## config.mk

```make
export PLATFORM = sky130hd
export DESIGN_NAME = div_reconstruct_seq
export DESIGN_NICKNAME = d
export VERILOG_FILES = /design/src/rtl/div_pkg.sv /design/src/rtl/div_recon_err.sv /design/src/rtl/div_reconstruct_seq.sv
export SDC_FILE = /design/constraint.sdc
export NUM_CORES = 1
export LEC_CHECK = 0
export ABC_AREA = 1
export CAP_MARGIN = 40
export CORE_UTILIZATION = 50
export CTS_BUF_LIST = sky130_fd_sc_hd__clkbuf_4
export DETAILED_ROUTE_END_ITERATION = 8
export GPL_TIMING_DRIVEN = 0
export PLACE_DENSITY = 0.86
export SLEW_MARGIN = 10
export SYNTH_ARGS = -nofsm -noshare
export SYNTH_HDL_FRONTEND = slang
export SYNTH_SLANG_ARGS = --single-unit
```

## constraint.sdc

```tcl
create_clock -name clk -period 3.8 [get_ports clk]
set_clock_uncertainty 0.15 [all_clocks]
set_input_delay 0.38 -clock clk [delete_from_list [all_inputs] [get_ports clk]]
set_output_delay 0.38 -clock clk [all_outputs]
set_load 0.03 [all_outputs]
```

## src/rtl/div_pkg.sv

```systemverilog
// Shared definitions for the sequential q*d+r dividend reconstructor.
// Holds the FSM state type, the default widths and the bit-counter width helper.
package div_pkg;

    typedef enum logic [1:0] {
        IDLE,
        RUN,
        DONE
    } state_t;

    localparam int DIV_W     = 8;
    localparam int DIV_ACC_W = 32;

    function automatic int cnt_width(input int w);
        return $clog2(w + 1);
    endfunction

    localparam int DIV_CNT_W = cnt_width(DIV_W);

endpackage

```

## src/rtl/div_recon_err.sv

```systemverilog
// Error metrics for the reconstructor: |n_ref - n| captured per result,
// plus saturating running error sum and consumed-result count.
module div_recon_err
    import div_pkg::*;
#(
    parameter int W     = DIV_W,
    parameter int ACC_W = DIV_ACC_W
) (
    input  logic               clk,
    input  logic               rst,
    input  logic               load,
    input  logic               pop,
    input  logic [2*W-1:0]     n_ref,
    input  logic [2*W-1:0]     n_val,
    output logic [2*W-1:0]     err,
    output logic [ACC_W-1:0]   err_sum,
    output logic [ACC_W-1:0]   err_cnt
);

    logic [ACC_W:0] sum_ext;
    logic [ACC_W:0] cnt_ext;

    // One extra bit catches the carry so both accumulators can clamp at all-ones.
    always_comb begin
        sum_ext = {1'b0, err_sum} + (ACC_W+1)'(err);
        cnt_ext = {1'b0, err_cnt} + (ACC_W+1)'(1);
    end

    always_ff @(posedge clk) begin
        if (rst) begin
            err     <= '0;
            err_sum <= '0;
            err_cnt <= '0;
        end else begin
            if (load) begin
                err <= (n_ref >= n_val) ? (n_ref - n_val) : (n_val - n_ref);
            end
            if (pop) begin
                err_sum <= sum_ext[ACC_W] ? '1 : sum_ext[ACC_W-1:0];
                err_cnt <= cnt_ext[ACC_W] ? '1 : cnt_ext[ACC_W-1:0];
            end
        end
    end

endmodule

```

## src/rtl/div_reconstruct_seq.sv

```systemverilog
// Rebuilds n = q*d + r with a W-cycle shift-add, one result per W+2 cycles.
// Define DIV_RECON_ERR_EN to add |n_ref - n| error metrics via div_recon_err.
module div_reconstruct_seq
    import div_pkg::*;
#(
    parameter int W     = DIV_W,
    parameter int ACC_W = DIV_ACC_W
) (
    input  logic               clk,
    input  logic               rst,
    input  logic               in_valid,
    output logic               in_ready,
    input  logic [W-1:0]       q,
    input  logic [W-1:0]       d,
    input  logic [W-1:0]       r,
    input  logic [2*W-1:0]     n_ref,
    output logic               out_valid,
    input  logic               out_ready,
    output logic [2*W-1:0]     n_out,
    output logic [2*W-1:0]     err,
    output logic [ACC_W-1:0]   err_sum,
    output logic [ACC_W-1:0]   err_cnt
);

    localparam int CNT_W = cnt_width(W);

    state_t             state;
    logic [2*W-1:0]     acc;
    logic [2*W-1:0]     mcand;
    logic [W-1:0]       mplier;
    logic [CNT_W-1:0]   cnt;
    logic [2*W-1:0]     acc_next;
    logic               last;

    // The final partial product is folded in on the same edge that enters DONE.
    always_comb begin
        acc_next = mplier[0] ? (acc + mcand) : acc;
        last     = (cnt == CNT_W'(W - 1));
    end

    always_ff @(posedge clk) begin
        if (rst) begin
            state     <= IDLE;
            in_ready  <= 1'b1;
            out_valid <= 1'b0;
            n_out     <= '0;
            acc       <= '0;
            mcand     <= '0;
            mplier    <= '0;
            cnt       <= '0;
        end else begin
            case (state)
                IDLE: begin
                    if (in_valid) begin
                        acc      <= (2*W)'(r);
                        mcand    <= (2*W)'(d);
                        mplier   <= q;
                        cnt      <= '0;
                        in_ready <= 1'b0;
                        state    <= RUN;
                    end
                end
                RUN: begin
                    acc    <= acc_next;
                    mcand  <= mcand << 1;
                    mplier <= mplier >> 1;
                    cnt    <= cnt + 1'b1;
                    if (last) begin
                        n_out     <= acc_next;
                        out_valid <= 1'b1;
                        state     <= DONE;
                    end
                end
                DONE: begin
                    if (out_ready) begin
                        out_valid <= 1'b0;
                        in_ready  <= 1'b1;
                        state     <= IDLE;
                    end
                end
                default: begin
                    state     <= IDLE;
                    in_ready  <= 1'b1;
                    out_valid <= 1'b0;
                end
            endcase
        end
    end

`ifdef DIV_RECON_ERR_EN
    logic [2*W-1:0] n_ref_q;

    always_ff @(posedge clk) begin
        if (rst) begin
            n_ref_q <= '0;
        end else if (state == IDLE && in_valid) begin
            n_ref_q <= n_ref;
        end
    end

    div_recon_err #(
        .W     (W),
        .ACC_W (ACC_W)
    ) u_err (
        .clk     (clk),
        .rst     (rst),
        .load    (state == RUN && last),
        .pop     (out_valid && out_ready),
        .n_ref   (n_ref_q),
        .n_val   (acc_next),
        .err     (err),
        .err_sum (err_sum),
        .err_cnt (err_cnt)
    );
`else
    logic unused_n_ref;

    assign unused_n_ref = ^n_ref;
    assign err          = '0;
    assign err_sum      = '0;
    assign err_cnt      = '0;
`endif

endmodule

```

* After elaboration in Yosys (flattened, before gate mapping) *
Cells that the tools add are included.

storage, ports and cells
  register bits after elaboration = 64

cells by class
  add/subtract/negate cells = 2
  reductions and logical operators = 7
  bitwise logic cells = 2
  eq/ne operators = 6
  multiplexer cells = 19

operators with widths
  kind                   number
  $pmux W16 S2           2
  $mux W16               3
  $add A16 B16 Y16       1
  $pmux W8 S2            1
  $reduce_and A3 Y1      3
  $mux W8                1
  $pmux W4 S2            1
  $mux W2                3
  $ne A2 B2 Y1 const B   3
  $pmux W1 S3            2
  $pmux W2 S3            1
  $add A4 B1 Y4 const B  1
  $eq A4 B3 Y1 const B   1
  $mux W1                4
  $mux W4                1
  $reduce_and A2 Y1      2
  $eq A2 B1 Y1 const B   1
  $eq A2 B2 Y1 const B   1
  $logic_not A2 Y1       1
  $not A1 Y1             2
  $reduce_bool A2 Y1     1

* Longest topological paths before layout *
  depth in word-level cells = 3
  mapped depth = 14
  mapped depth without buffers = 14

* Worst setup path before layout *
OpenSTA, ideal clock, no wires.

  path type = register to register
  start = register acc[0]
  end = register n_out[12]
  path slack = 1,923 ps
  required time = 3,541 ps
  clock period less this slack = 1,877 ps
  buffers on the path = 0
  cell stages (with the launch flop) = 15
  arrival = 1,618 ps
  cells stage by stage = dfxtp_1 -> ha_1 -> fa_1 -> nand3_1 -> nand2_1 -> nand2_1 -> nand2_1 -> nand2_1 -> nand2_1 -> nand2_1 -> nand3_1 -> nand2_1 -> nand2_1 -> nand2_1 -> inv_1

between the ends
  cells in the longest elaborated chain, start to end = 2

ends and longest elaborated chain
  what                    line                       RTL
  start, declared         div_reconstruct_seq.sv:28  logic [2*W-1:0] acc;
  start signal, assigned  div_reconstruct_seq.sv:55  acc <= (2*W)'(r);
  start signal, assigned  div_reconstruct_seq.sv:64  acc <= acc_next;
  $add A16 B16 Y16        div_reconstruct_seq.sv:37  acc_next = mplier[0] ? (acc + mcand) : acc;
  $mux W16                div_reconstruct_seq.sv:37
  end signal, assigned    div_reconstruct_seq.sv:69  n_out <= acc_next;
  end, declared           div_reconstruct_seq.sv:19  output logic [2*W-1:0] n_out,

No other way between the ends.
A chain may end at the register's enable or synchronous reset.

* Worst setup path in the final report *
  start = register mcand[0]
  end = register acc[6]

between the ends
  cells in the longest elaborated chain, start to end = 3

ends and longest elaborated chain
  what                    line                       RTL
  start, declared         div_reconstruct_seq.sv:29  logic [2*W-1:0] mcand;
  start signal, assigned  div_reconstruct_seq.sv:56  mcand <= (2*W)'(d);
  start signal, assigned  div_reconstruct_seq.sv:65  mcand <= mcand << 1;
  $add A16 B16 Y16        div_reconstruct_seq.sv:37
  $mux W16                div_reconstruct_seq.sv:37
  $pmux W16 S2            div_reconstruct_seq.sv:52  case (state)

No other way between the ends.

==> key figures <==
Outcome
  • Status: finished with violations
  • Failing checks: design-rule violations

Power and ir drop
  • VDD IR max: between 0.0002 and 0.00025 V
  • Leakage power: 0.002759 uW
  • Pwr Density: between 300 and 400 nW/um^2

Clock network
  • Worst skew pair latency: a little over 0.4 ns
  • Post-CTS Hold Buffers: 0
  • Clock sink count: 64
  • Clk root buf: clkbuf_4
  • Setup Fix Bufs, Post-CTS: 0
  • Clk buf depth: 2
  • TritonCTS buffer count: 9
  • Worst-path clk slew: between 0.1 and 0.15 ns
  • H-Tree Depth: 3
  • TritonCTS clock tree: yes
  • Post-cts resize count: 0

Detailed routing
  • Vias: about 4k
  • Routed WL: slightly below 10000 microns
  • Routed wire per std cell: about 11 microns
  • ANT nets after route: 0
  • Initial drt markers: between 150 and 200
  • Router iterations before antenna repair: 7
  • DRC Markers: 2
  • DR vias/cell: 4.641

Synthesis
  • Synthesized area: between 4000 and 5000 sq um
  • Synth warn: 0
  • Synth area leader: dfxtp_1
  • Number of synthesized register bits: 64
  • Post-synthesis sequential area ratio: 30.27%
  • Ys flop type: dfxtp_1
  • Synth top area share: 30.27%
  • Post-synth EDFFs: 0
  • Mapped Cells: between 600 and 700
  • Most numerous cell in the Yosys netlist: nand2_1
  • Synth async-reset ratio: 0%
  • Avg Cell Area, Syn: 6.708 sq um
  • Synth top cells by count: 185 x nand2_1, 83 x buf_4, 75 x inv_1, 64 x dfxtp_1, 42 x a21oi_1
  • Synth top area cells: dfxtp_1 30%, nand2_1 16%, buf_4 15%
  • Count of cell types in the netlist: 34

Finish
  • Post-Layout Inst Area: 5241 sq um
  • Fillers: roughly 730
  • # diodes: 0
  • Share of layout cells above drive strength 1: between 10% and 20%
  • Nets: 826
  • Synth-to-Final Area Change: 23.83%

STA
  • Worst-Margin Slew: 0.6150 ns
  • Final min period: approximately 2.3 ns
  • Setup TNS: 0 ns
  • RSZ-0062 raised after global routing: false
  • Final Hold Fails: 0
  • Slew Viols, Final: 0
  • Setup violators final: 0
  • Slew HR: between 50% and 60%
  • Tcrit/Tclk final: 59.53%
  • Max Fclk: 442.0 MHz
  • Fin Hold WS: about 0.18 ns

Floorplanning
  • Die X-Extent: ~94 microns
  • Num rows: 33
  • Die height: roughly 94 microns
  • Core Box Area: a little over 8000 sq um
  • Die footprint: slightly below 9000 sq um
  • I/O pins: around 140
  • Initial Util: slightly above 50%

Worst setup path
  • Startpoint types: flop
  • CP Max Fanout: 3
  • Worst Path Required: roughly 4 ns
  • Setup CP Type: reg -> reg
  • Worst Path Arrival: approximately 2.5 ns
  • Crit path capture type: flop

GRT
  • Grt ovf: 0
  • Global route hottest layer: met2
  • Largest net degree at the start of global routing: 13
  • Vias in the first global route: between 3k and 4k
  • First-pass GRT wire length: 15980 microns
  • M2 GR Usage: a little over two fifths
  • Routing usage on met1: about a quarter
  • GRT met3 Usage: under 10%
  • Total Routing Usage GR: 23.22%
  • Initial antenna violation count: 0

Placed design
  • Routability cong.: about 0.91
  • Post-DP Area: approximately 5100 sq um
  • DP HPWL: between 7000 and 8000 microns
  • Port bufs: 44

Flow run
  • Max-cap violations: 0

Min path
  • Hold/Removal Path Class: in -> reg
==> metal layers <==
layer,share of wire [%],vias to the layer above
met5,0,-
met4,2.0,0
met3,6.1,19
met2,52,150
met1,40,1804
li1,-,2088
==> power by group <==
part	switching (uW)	total (uW)	internal, uW	leakage [uW]
Sequential	22.4	718	696	0.000521
Clock	259	458	200	0.0000719
Combinational	262	419	157	0.00217
==> kinds of logic after synthesis <==
| group | after synthesis | synth area share, % |
|---|---|---|
| and+or+nand+nor | 272 | 26.57 |
| buffers and inverters | 179 | 23.88 |
| AOI/OAI and AO/OA | 90 | 12.33 |
| DFF | 64 | 30.27 |
| adders and majority gates | 17 | 5.202 |
| xor gates and xnor gates | 8 | 1.655 |
| other | 1 | 0.08859 |
==> cells in the final DEF, fill, tap and decap left out, types with 2 or more instances in the layout <==
| cell | synthesis | final |
|---|---|---|
| a21o_1 | 4 | 4 |
| a21oi_1 | 42 | 42 |
| a22o_1 | 3 | 3 |
| a22oi_1 | 11 | 11 |
| a31oi_1 | 5 | 5 |
| and2_1 | 2 | 2 |
| buf_1 | 4 | 4 |
| buf_2 | 4 | 4 |
| buf_4 | 83 | 83 |
| buf_6 | 3 | 3 |
| clkbuf_1 | 7 | 7 |
| clkbuf_4 | 0 | 9 |
| clkdlybuf4s50_1 | 0 | 44 |
| clkinv_2 | 0 | 2 |
| clkinv_4 | 0 | 2 |
| clkinvlp_4 | 0 | 2 |
| conb_1 | 1 | 80 |
| dfxtp_1 | 64 | 64 |
| ha_1 | 16 | 16 |
| inv_1 | 75 | 75 |
| inv_2 | 2 | 2 |
| nand2_1 | 185 | 185 |
| nand3_1 | 27 | 27 |
| nor2_1 | 40 | 40 |
| nor2_4 | 2 | 2 |
| nor3_1 | 3 | 3 |
| o21ai_0 | 18 | 18 |
| o21ai_1 | 3 | 3 |
| o22ai_1 | 2 | 2 |
| or2_2 | 9 | 9 |
| xnor2_1 | 8 | 8 |
==> state kept, by name, summed over array words and instances, names as in the netlist <==
signal and cells:
acc 16, mcand 16, n_out 16, mplier 8, cnt 4, state 2
in_ready 1, out_valid 1
==> worst paths after layout <==
path,startpoint,endpoint,slack (ns),cells after the start
worst max-delay path,mcand[0]$_SDFFE_PP0P_,acc[6]$_SDFFE_PP0P_,1.54,10
worst min-delay path,rst,n_out[3]$_SDFFE_PP0P_,0.18,4
worst min register to register,in_ready$_SDFFE_PP1P_,in_ready$_SDFFE_PP1P_,0.32,1
worst max register to register,mcand[0]$_SDFFE_PP0P_,acc[6]$_SDFFE_PP0P_,1.54,10
==> worst max-delay path, stage by stage, from the launching register on <==
cell and delay [ns]:
dfxtp_1 0.35, ha_1 0.21, fa_1 0.43, nand2_1 0.09
nand2_1 0.05, nand3_1 0.06, nand2_1 0.11, xnor2_1 0.15
o21ai_0 0.27, nand2_1 0.14, a21oi_1 0.17
==> through the flow <==
| stage | utilization, % | cells | worst slack (ns) | power [uW] |
|---|---|---|---|---|
| after floorplan | - | 710 | 1.923 | 1059 |
| after global placement | 62.08 | 859 | 1.707 | 1135 |
| after detailed placement | 62.08 | 859 | 1.622 | 1144 |
| after CTS | 63.79 | 875 | 1.555 | 1595 |
| after global routing | 63.79 | 875 | 1.418 | 1670 |
| final | 63.79 | 875 | 1.538 | 1596 |
==> final cells by class <==
| class | count | area, sq um | share of cell area (%) |
|---|---|---|---|
| Sequential cell | 64 | 1281 | 24.44 |
| Clock buffer | 9 | 67.56 | 1.289 |
| Buffer | 101 | 718.2 | 13.70 |
| Tap cell | 105 | 131.4 | 2.507 |
| Inverter | 78 | 292.8 | 5.586 |
| Clock inverter | 7 | 72.57 | 1.385 |
| Timing Repair Buffer | 44 | 440.4 | 8.403 |
| Multi-Input combinational cell | 467 | 2237 | 42.68 |
No activity file was read; power rests on OpenSTA's default activity.
